<file path="src/rtl/mic_pkg.sv">
// rtl/mic_pkg.sv - shared states and default constants for the PDM mic capture path
package mic_pkg;

  typedef enum logic [1:0] {
    IDLE    = 2'd0,
    WARMUP  = 2'd1,
    CAPTURE = 2'd2,
    DONE    = 2'd3
  } mic_state_e;

  localparam int DEF_HALF_PERIOD = 50;
  localparam int DEF_DEC_LEN     = 64;
  localparam int DEF_SAMPLE_W    = 8;
  localparam int DEF_WARMUP_BITS = 1024;
  localparam int DEF_CNT_W       = 16;

  // Largest PCM value representable in a word of the given width
  function automatic int sat_max(input int width);
    return (1 << width) - 1;
  endfunction

endpackage

</file>
<file path="src/rtl/pdm_clk_gen.sv">
// rtl/pdm_clk_gen.sv - enable-gated mic bit clock divider with end-of-high-phase strobe
module pdm_clk_gen #(
  parameter int HALF_PERIOD = 50
) (
  input  logic clk,
  input  logic reset,
  input  logic enable,
  output logic mic_clk,
  output logic bit_strobe
);

  localparam int DIV_W = (HALF_PERIOD < 2) ? 1 : $clog2(HALF_PERIOD);

  logic [DIV_W-1:0] count_q;
  logic             mic_clk_q;
  logic             half_end;

  assign half_end = (count_q == DIV_W'(HALF_PERIOD - 1));

  // Divider holds at zero/low while disabled so every session starts from a clean phase
  always_ff @(posedge clk) begin
    if (reset || !enable) begin
      count_q   <= '0;
      mic_clk_q <= 1'b0;
    end else if (half_end) begin
      count_q   <= '0;
      mic_clk_q <= ~mic_clk_q;
    end else begin
      count_q <= count_q + 1'b1;
    end
  end

  // Gating the output makes mic_clk drop in the same cycle the enable goes away
  assign mic_clk    = mic_clk_q & enable;
  assign bit_strobe = enable & half_end & mic_clk_q;

endmodule

</file>
<file path="src/rtl/pdm_mic_capture_ctrl.sv">
// rtl/pdm_mic_capture_ctrl.sv - PDM mic capture sequencer, popcount decimator and FIFO writer
module pdm_mic_capture_ctrl
  import mic_pkg::*;
#(
  parameter int HALF_PERIOD = DEF_HALF_PERIOD,
  parameter int DEC_LEN     = DEF_DEC_LEN,
  parameter int SAMPLE_W    = DEF_SAMPLE_W,
  parameter int WARMUP_BITS = DEF_WARMUP_BITS,
  parameter int CNT_W       = DEF_CNT_W
) (
  input  logic                clk,
  input  logic                reset,
  input  logic                start,
  input  logic                stop,
  input  logic [CNT_W-1:0]    num_samples,
  input  logic                mic_data,
  output logic                mic_clk,
  output logic                mic_lrsel,
  input  logic                fifo_full,
  output logic                fifo_wr,
  output logic [SAMPLE_W-1:0] fifo_data,
  output logic                busy,
  output logic                done,
  output logic                overflow,
  input  logic                overflow_clr
);

  localparam int          ONES_W  = $clog2(DEC_LEN + 1);
  localparam int          BIT_W   = $clog2(DEC_LEN);
  localparam int          WARM_W  = (WARMUP_BITS < 2) ? 1 : $clog2(WARMUP_BITS);
  localparam logic [31:0] SAT_MAX = 32'(sat_max(SAMPLE_W));

  mic_state_e          state_q;
  logic [WARM_W-1:0]   warm_cnt_q;
  logic [BIT_W-1:0]    bit_cnt_q;
  logic [ONES_W-1:0]   ones_q;
  logic [CNT_W-1:0]    samp_cnt_q;
  logic [CNT_W-1:0]    num_q;
  logic                fifo_wr_q;
  logic [SAMPLE_W-1:0] fifo_data_q;
  logic                done_q;
  logic                overflow_q;

  logic                clk_en;
  logic                bit_strobe;
  logic [ONES_W-1:0]   ones_d;
  logic [31:0]         ones_ext;
  logic [SAMPLE_W-1:0] pcm_d;

  assign clk_en = (state_q == WARMUP) || (state_q == CAPTURE);

  pdm_clk_gen #(
    .HALF_PERIOD(HALF_PERIOD)
  ) u_clk_gen (
    .clk       (clk),
    .reset     (reset),
    .enable    (clk_en),
    .mic_clk   (mic_clk),
    .bit_strobe(bit_strobe)
  );

  // Window popcount including the bit sampled this cycle, saturated to the PCM width
  assign ones_d   = ones_q + ONES_W'(mic_data);
  assign ones_ext = 32'(ones_d);
  assign pcm_d    = (ones_ext > SAT_MAX) ? SAT_MAX[SAMPLE_W-1:0] : ones_ext[SAMPLE_W-1:0];

  // Session sequencer and decimator; stop from any active state aborts without output
  always_ff @(posedge clk) begin
    if (reset) begin
      state_q     <= IDLE;
      warm_cnt_q  <= '0;
      bit_cnt_q   <= '0;
      ones_q      <= '0;
      samp_cnt_q  <= '0;
      num_q       <= '0;
      fifo_wr_q   <= 1'b0;
      fifo_data_q <= '0;
      done_q      <= 1'b0;
      overflow_q  <= 1'b0;
    end else begin
      fifo_wr_q <= 1'b0;
      done_q    <= 1'b0;
      // A drop later in this block overrides the clear
      if (overflow_clr) overflow_q <= 1'b0;
      case (state_q)
        IDLE: begin
          if (start && !stop) begin
            warm_cnt_q <= '0;
            bit_cnt_q  <= '0;
            ones_q     <= '0;
            samp_cnt_q <= '0;
            num_q      <= num_samples;
            state_q    <= (WARMUP_BITS == 0) ? CAPTURE : WARMUP;
          end
        end
        WARMUP: begin
          if (stop) begin
            state_q <= IDLE;
          end else if (bit_strobe) begin
            if (warm_cnt_q == WARM_W'(WARMUP_BITS - 1)) state_q <= CAPTURE;
            else warm_cnt_q <= warm_cnt_q + 1'b1;
          end
        end
        CAPTURE: begin
          if (stop) begin
            state_q <= IDLE;
          end else if ((num_q != '0) && (samp_cnt_q == num_q)) begin
            state_q <= DONE;
            done_q  <= 1'b1;
          end else if (bit_strobe) begin
            if (bit_cnt_q == BIT_W'(DEC_LEN - 1)) begin
              fifo_data_q <= pcm_d;
              fifo_wr_q   <= !fifo_full;
              if (fifo_full) overflow_q <= 1'b1;
              ones_q      <= '0;
              bit_cnt_q   <= '0;
              samp_cnt_q  <= samp_cnt_q + 1'b1;
            end else begin
              ones_q    <= ones_d;
              bit_cnt_q <= bit_cnt_q + 1'b1;
            end
          end
        end
        DONE: begin
          state_q <= IDLE;
        end
        default: begin
          state_q <= IDLE;
        end
      endcase
    end
  end

  assign mic_lrsel = 1'b0;
  assign fifo_wr   = fifo_wr_q;
  assign fifo_data = fifo_data_q;
  assign busy      = (state_q != IDLE);
  assign done      = done_q;
  assign overflow  = overflow_q;

endmodule

</file>
<file path="config.mk">
export PLATFORM = sky130hd
export DESIGN_NAME = pdm_mic_capture_ctrl
export DESIGN_NICKNAME = d
export VERILOG_FILES = /design/src/rtl/mic_pkg.sv /design/src/rtl/pdm_clk_gen.sv /design/src/rtl/pdm_mic_capture_ctrl.sv
export SDC_FILE = /design/constraint.sdc
export NUM_CORES = 1
export LEC_CHECK = 0
export ABC_AREA = 1
export BUFFER_PORTS_ARGS = -buffer_cell sky130_fd_sc_hd__buf_2
export CAP_MARGIN = 20
export CORE_MARGIN = 2
export CORE_UTILIZATION = 52
export DETAILED_ROUTE_END_ITERATION = 12
export GPL_TIMING_DRIVEN = 0
export PLACE_DENSITY = 0.71
export SYNTH_ARGS = -nofsm -noshare
export SYNTH_HDL_FRONTEND = slang
export SYNTH_SLANG_ARGS = --single-unit
</file>
<file path="constraint.sdc">
create_clock -name clk -period 2 [get_ports clk]
set_input_delay 0 -clock clk [delete_from_list [all_inputs] [get_ports clk]]
set_output_delay 0 -clock clk [all_outputs]
set_load 0.005 [all_outputs]
</file>
* Word level (Yosys, flattened, before mapping) *
Cells that the tools add are included.

storage, ports and cells
  output and inout port bits = 14
  bits in latches = 0
  memory bits (read-only) = 0
  register bits = 75
  memory bits (writable) = 0
  input bits = 23
  memories = 0

operators by class
  bitwise operators = 9
  $lt $le $gt $ge = 1
  $add $sub $neg = 5
  reductions and logical operators = 21
  eq/ne operators = 18
  multiply operators = 0
  divide/modulo/power cells = 0
  shifts and indexed selects = 0
  muxes and demuxes = 39

operators with widths
  cell                   count
  $mux 16                5
  $mux 10                4
  $mux 7                 5
  $pmux 16 s2            1
  $mux 6                 5
  $pmux 10 s2            1
  $add 16x1->16 const B  1
  $eq 16x16->1           1
  $reduce_bool 16->1     1
  $reduce_and 5->1       3
  $ne 2x2->1 const B     7
  $pmux 7 s2             1
  $add 6x1->6 const B    2
  $eq 6x6->1 const B     2
  $mux 2                 6
  $pmux 6 s2             1
  $add 10x1->10 const B  1
  $eq 10x10->1 const B   1
  $gt 7x8->1 const B     1
  $mux 1                 8
  $mux 8                 1
  $pmux 2 s4             1
  $add 7x1->7            1
  $ne 3x2->1 const B     2
  17 further kinds       31

* Longest topological paths before layout *
  depth after elaboration = 8
  gate-level depth with buffers = 13

* By module *
A second synthesis with hierarchy kept.

second synthesis, totals
  cells, all modules = 651
  area total of the unflattened synthesis = 4279.1 sq um

by module, submodules not included
  module                cells an instance  instances  area each (sq um)
  pdm_mic_capture_ctrl  606                1          3920.0
  pdm_clk_gen           45                 1          359.1

* Worst setup path before layout *
Ideal clock, no wire load.

  path type = register to register
  from = register state_q[0]
  to = register samp_cnt_q[11]
  period minus slack after synthesis = 1775 ps
  data arrival time = 1643 ps
  path buffers = 1
  cell stages (with the launch flop) = 11
  setup time = 132 ps
  path slack = 225 ps
  cell sequence = dfxtp_1 inv_1 ha_1 nand2_1 nor2_4 nand2_2 a21oi_4 nand3_4 buf_6 nand2_1 a21oi_1

between the ends
  word-level cells in the longest chain between the ends = 6
  elaborated cells between the ends (all ways) = 14
  those cells by class = eq/ne (7); mux (1); bitwise (2); reduce/logical (4)

RTL lines
  element                                   line                                                    source
  from (decl)                               pdm_mic_capture_ctrl.sv:33                              mic_state_e state_q;
  from (signal assigned)                    pdm_mic_capture_ctrl.sv:93                              state_q <= (WARMUP_BITS == 0) ? CAPTURE : WARMUP;
  $eq 2x1->1 or $eq 2x2->1 (tied branches)  pdm_mic_capture_ctrl.sv:50, pdm_mic_capture_ctrl.sv:85
  $logic_or 1x1->1                          pdm_mic_capture_ctrl.sv:50                              assign clk_en = (state_q == WARMUP) || (state_q == CAPTURE);
  $and 1x1->1 (2 in series)                 pdm_clk_gen.sv:35                                       assign bit_strobe = enable & half_end & mic_clk_q;
  $ne 2x2->1 (no line)                      n/a
  $reduce_and 6->1 (no line)                n/a
  to (signal assigned)                      pdm_mic_capture_ctrl.sv:117                             samp_cnt_q <= samp_cnt_q + 1'b1;
  to (decl)                                 pdm_mic_capture_ctrl.sv:37                              logic [CNT_W-1:0] samp_cnt_q;

Several ways; a longest one is shown, not always the timed one.
A chain may end at the register's enable or synchronous reset.

* Worst setup path after layout *
  from = register state_q[0]
  to = register samp_cnt_q[14]

The elaborated chain is that of the path after synthesis.

==> summary.md <==
| Metric | Value |
|---|---|
| Worst Setup Path Type | `reg2reg` |
| Via count of the first global-routing pass | `3,806` |
| RSZ-0062 raised after global routing | `false` |
| Metal3 WL | `486 µm` |
| Internal reg-to-reg setup slack | `0.11 ns` |
| Final Net Count | `719` |
| Storage cell area | `1494 µm²` |
| Result of the run | `completed` |
| Worst slew margin relative to its limit | `0.5779` |
| Worst vdd ir | `0.0008692 V` |
| Number of synthesized flops with an enable pin | `0` |
| Max Cap Violations | `0` |
| Worst Setup EP | `samp_cnt_q[14]$_SDFFE_PP0P_` |
| Clock sink count | `74` |
| Arrival time reported for the critical path endpoint | `2.12 ns` |
| Initial standard-cell utilization of the core | `0.5382` |
| Most common cell in the netlist | `sky130_fd_sc_hd__nand2_1` |
| Worst-path cell with the longest stage delay | `sky130_fd_sc_hd__dfxtp_2` |
| Required time reported for the critical path endpoint | `2.24 ns` |
| Hold WC Path Type | `in2reg` |
| Series of cell instances along the critical path | `inv_2, ha_4, nand2_2, nor2_4, nand2_4, a21oi_4, buf_12, nand3_4, buf_6, nand3_1, o21ai_1` |
| PD cells | `1073 nW/µm²` |
| Post-route ant nets | `0` |
| Combinational family with the most area after synthesis | `simple AND/OR/NAND/NOR gates` |
| Avg Inst Size Synth | `6.752 µm²` |
| Final HPWL DP | `7466 µm` |
| Critical path launch point | `state_q[0]$_SDFFE_PP0P_` |
| Count of synthesis-stage warnings from yosys | `0` |
| Worst clock skew | `0.008342 ns` |
| Largest net degree at the start of global routing | `13` |
| Overall overflow remaining after global route | `0` |
| Count of inserted antenna diode cells | `0` |
| DRT iter0 DRCs | `262` |
| Sequential area share after synthesis | `0.3562` |
| Setup total negative slack | `0 ns` |
| Count of mapped cells out of synthesis | `616` |
| Met1 wire length | `5080 µm` |
| Input/output buffers | `33` |
| Ports | `37` |
| Clock-pin slew on the worst setup and hold paths | `0.08 ns` |
| Number of core rows | `32` |
| Vias per cell | `5.308` |
| Final instance area | `5061 µm²` |
| Leakage Power | `0.002140 µW` |
| Initial antenna violation count | `0` |
| Longest individual stage delay on the worst path | `0.37 ns` |
| XOR/XNOR Fraction of Synth Area | `0.05686` |
| Detailed-route via count | `4,204` |
| First-pass GRT wire length | `17,750 µm` |
| Setup violations, final | `0` |
| Cell types with the largest area share after synthesis | `sky130_fd_sc_hd__dfxtp_1 36%, sky130_fd_sc_hd__nand2_1 13%, sky130_fd_sc_hd__a21oi_1 7.2%` |
| CTS root buffer | `sky130_fd_sc_hd__clkbuf_8` |
| WL met2 | `4960 µm` |
| FILL cells | `745` |
| Post-route minimum period | `1.888 ns` |
| Ratio of cells with drive above 1 in the final layout | `0.1609` |
| Startpoint of the worst register-to-register path | `state_q[0]$_SDFFE_PP0P_` |
| Die outline area | `8729 µm²` |
| DRC | `0` |
| Number of iterations in the first detailed-routing pass | `5` |
| Area share of fa/ha/maj cells after synthesis | `0.03309` |
| Total CTS buffers | `9` |
| CP max FO | `10` |
| H-tree depth | `3` |
| Global-route usage over all layers | `0.2537` |
| Worst reg2reg path endpoint | `samp_cnt_q[14]$_SDFFE_PP0P_` |
| Core area | `7727 µm²` |
| Uppermost metal layer occupied by signal nets | `met4` |
| Compound-Gate Fraction of Synth Area | `0.1179` |
| Area growth from synthesis to final layout | `21.69%` |
| Multi-input gate area | `2390 µm²` |
| Area of the mapped netlist | `4159 µm²` |
| Leading area contributor after synthesis | `sky130_fd_sc_hd__dfxtp_1` |
| Number of pins exceeding their max-slew limit in the final report | `0` |
| Register-to-Register Path Depth | `11` |
| Proportion of netlist area held by the largest area contributor | `0.3562` |
| Actual slew at the worst max-slew pin | `0.6332 ns` |
| Max Clk Rate | `529.5 MHz` |
| Final Hold Vio Count | `0` |
| Horiz. Die Dim | `93.43 µm` |
| Final wirelength | `10,740 µm` |
| Multiplexer share of the synthesized area | `0` |
| Post-synthesis async set-or-reset flop share | `0` |
| Longest Clk Path Bufs | `2` |
| Worst setup EP type | `register` |
| Placed standard-cell area | `4456 µm²` |
| Leading cell types by count after synthesis | `144 x sky130_fd_sc_hd__nand2_1, 76 x sky130_fd_sc_hd__nor2_1, 74 x sky130_fd_sc_hd__dfxtp_1` |
| Clock latency on the worst-skew pair | `0.35 ns` |
| Yosys cell types | `37` |
| Post-detailed-route wirelength per cell | `13.56 µm` |
| Last weighted congestion value of the routability-driven placer | `0.8821` |
| Register bit count reported by yosys | `74` |
| Startpoint kind of the worst setup timing path | `register` |
| Simple logic cell fraction of the synthesized area | `0.3415` |
| Final period util | `0.9442` |
| Clock tree from TritonCTS | `built` |
| Most used DFF post-synth | `sky130_fd_sc_hd__dfxtp_1` |
| Die outline height | `93.43 µm` |
-- repair_timing --
action,CTS,global route
gates cloned,0,1
gates resized for setup,5,31
hold buffers,19,0
setup buffers,1,3
endpoints found under the hold margin,19,0
pin swaps,1,2
endpoints found under the setup margin,16,50
-- layout by cell type (no fill, tap or decap), types with 16 or more instances in the layout --
cell / count
sky130_fd_sc_hd__nand3_1: 36
sky130_fd_sc_hd__nand4_1: 22
sky130_fd_sc_hd__nor3_1: 16
sky130_fd_sc_hd__dlygate4sd3_1: 19
sky130_fd_sc_hd__buf_2: 37
sky130_fd_sc_hd__xor2_1: 19
sky130_fd_sc_hd__o21ai_0: 23
sky130_fd_sc_hd__a21oi_1: 60
sky130_fd_sc_hd__dfxtp_1: 66
sky130_fd_sc_hd__nand2_1: 142
sky130_fd_sc_hd__nor2_1: 72
sky130_fd_sc_hd__inv_1: 57
-- logic make-up after synthesis --
logic type                 count (synthesis)
buffers and inverters                     92
other                                      1
and+or+nand+nor                          317
DFF                                       74
xor gates and xnor gates                  27
adders and majority gates                 11
AOI/OAI and AO/OA                         94
-- metal layers --
layer  up-vias  track usage
met5         -            0
met4         0      0.08578
li1       2138            -
met3        22      0.03384
met1      1918       0.3524
met2       126       0.4053
-- report_power, final --
part | internal, µW | total, µW | switching, µW
Clock | 867 | 1450 | 578
Sequential | 1640 | 1790 | 153
Combinational | 802 | 2190 | 1390
Total | 3310 | 5430 | 2120
-- sequential cells by signal, indices dropped and copies added, names as in the netlist, 2 cells and up --
register           flops
bit_cnt_q              6
u_clk_gen.count_q      6
ones_q                 7
num_q                 16
samp_cnt_q            16
state_q                2
warm_cnt_q            10
fifo_data              7
-- area by class of cell --
type,count,area share
multi-input combinational,451,0.4722
sequential,74,0.2952
timing repair buffer,56,0.07862
inverter,68,0.05192
clock buffer,12,0.02868
buffer,24,0.02769
tap,102,0.02522
clock inverter,4,0.01953
timing repair inverter,1,0.0009889
-- per-stage QoR --
stage / hold slack (ns) / cells / total power, µW / worst slack (ns) / util
after floorplan: 0.07679 / 617 / 3202 / 0.2251 / -
after global placement: 0.1852 / 752 / 3630 / -0.009903 / 0.5766
after detailed placement: 0.1911 / 752 / 3656 / -0.04592 / 0.5766
after CTS: 0.1215 / 788 / 5234 / -0.01434 / 0.6376
after global routing: 0.1630 / 792 / 5784 / 0.002482 / 0.6550
final: 0.1257 / 792 / 5429 / 0.1115 / 0.6550
-- worst min-delay path by stage --
stage / depth (start not counted) / start / endpoint / slack, ns
after detailed placement: 2 / fifo_full / fifo_wr$_SDFF_PP0_ / 0.19
after CTS: 4 / mic_data / fifo_data[0]$_SDFFE_PP0P_ / 0.12
final: 4 / mic_data / fifo_data[0]$_SDFFE_PP0P_ / 0.13
after global routing: 4 / mic_data / fifo_data[0]$_SDFFE_PP0P_ / 0.16
after floorplan: 1 / fifo_full / fifo_wr$_SDFF_PP0_ / 0.08
after global placement: 2 / fifo_full / fifo_wr$_SDFF_PP0_ / 0.19
-- worst max-delay path: cells and delay by family, from the launching register on --
family	cells	cell delay [ns]
simple gates	5	0.49
fa+ha+maj	1	0.28
compound gates	2	0.24
flops	1	0.37
buf+inv	3	0.39
No activity file was read; power rests on OpenSTA's default activity.
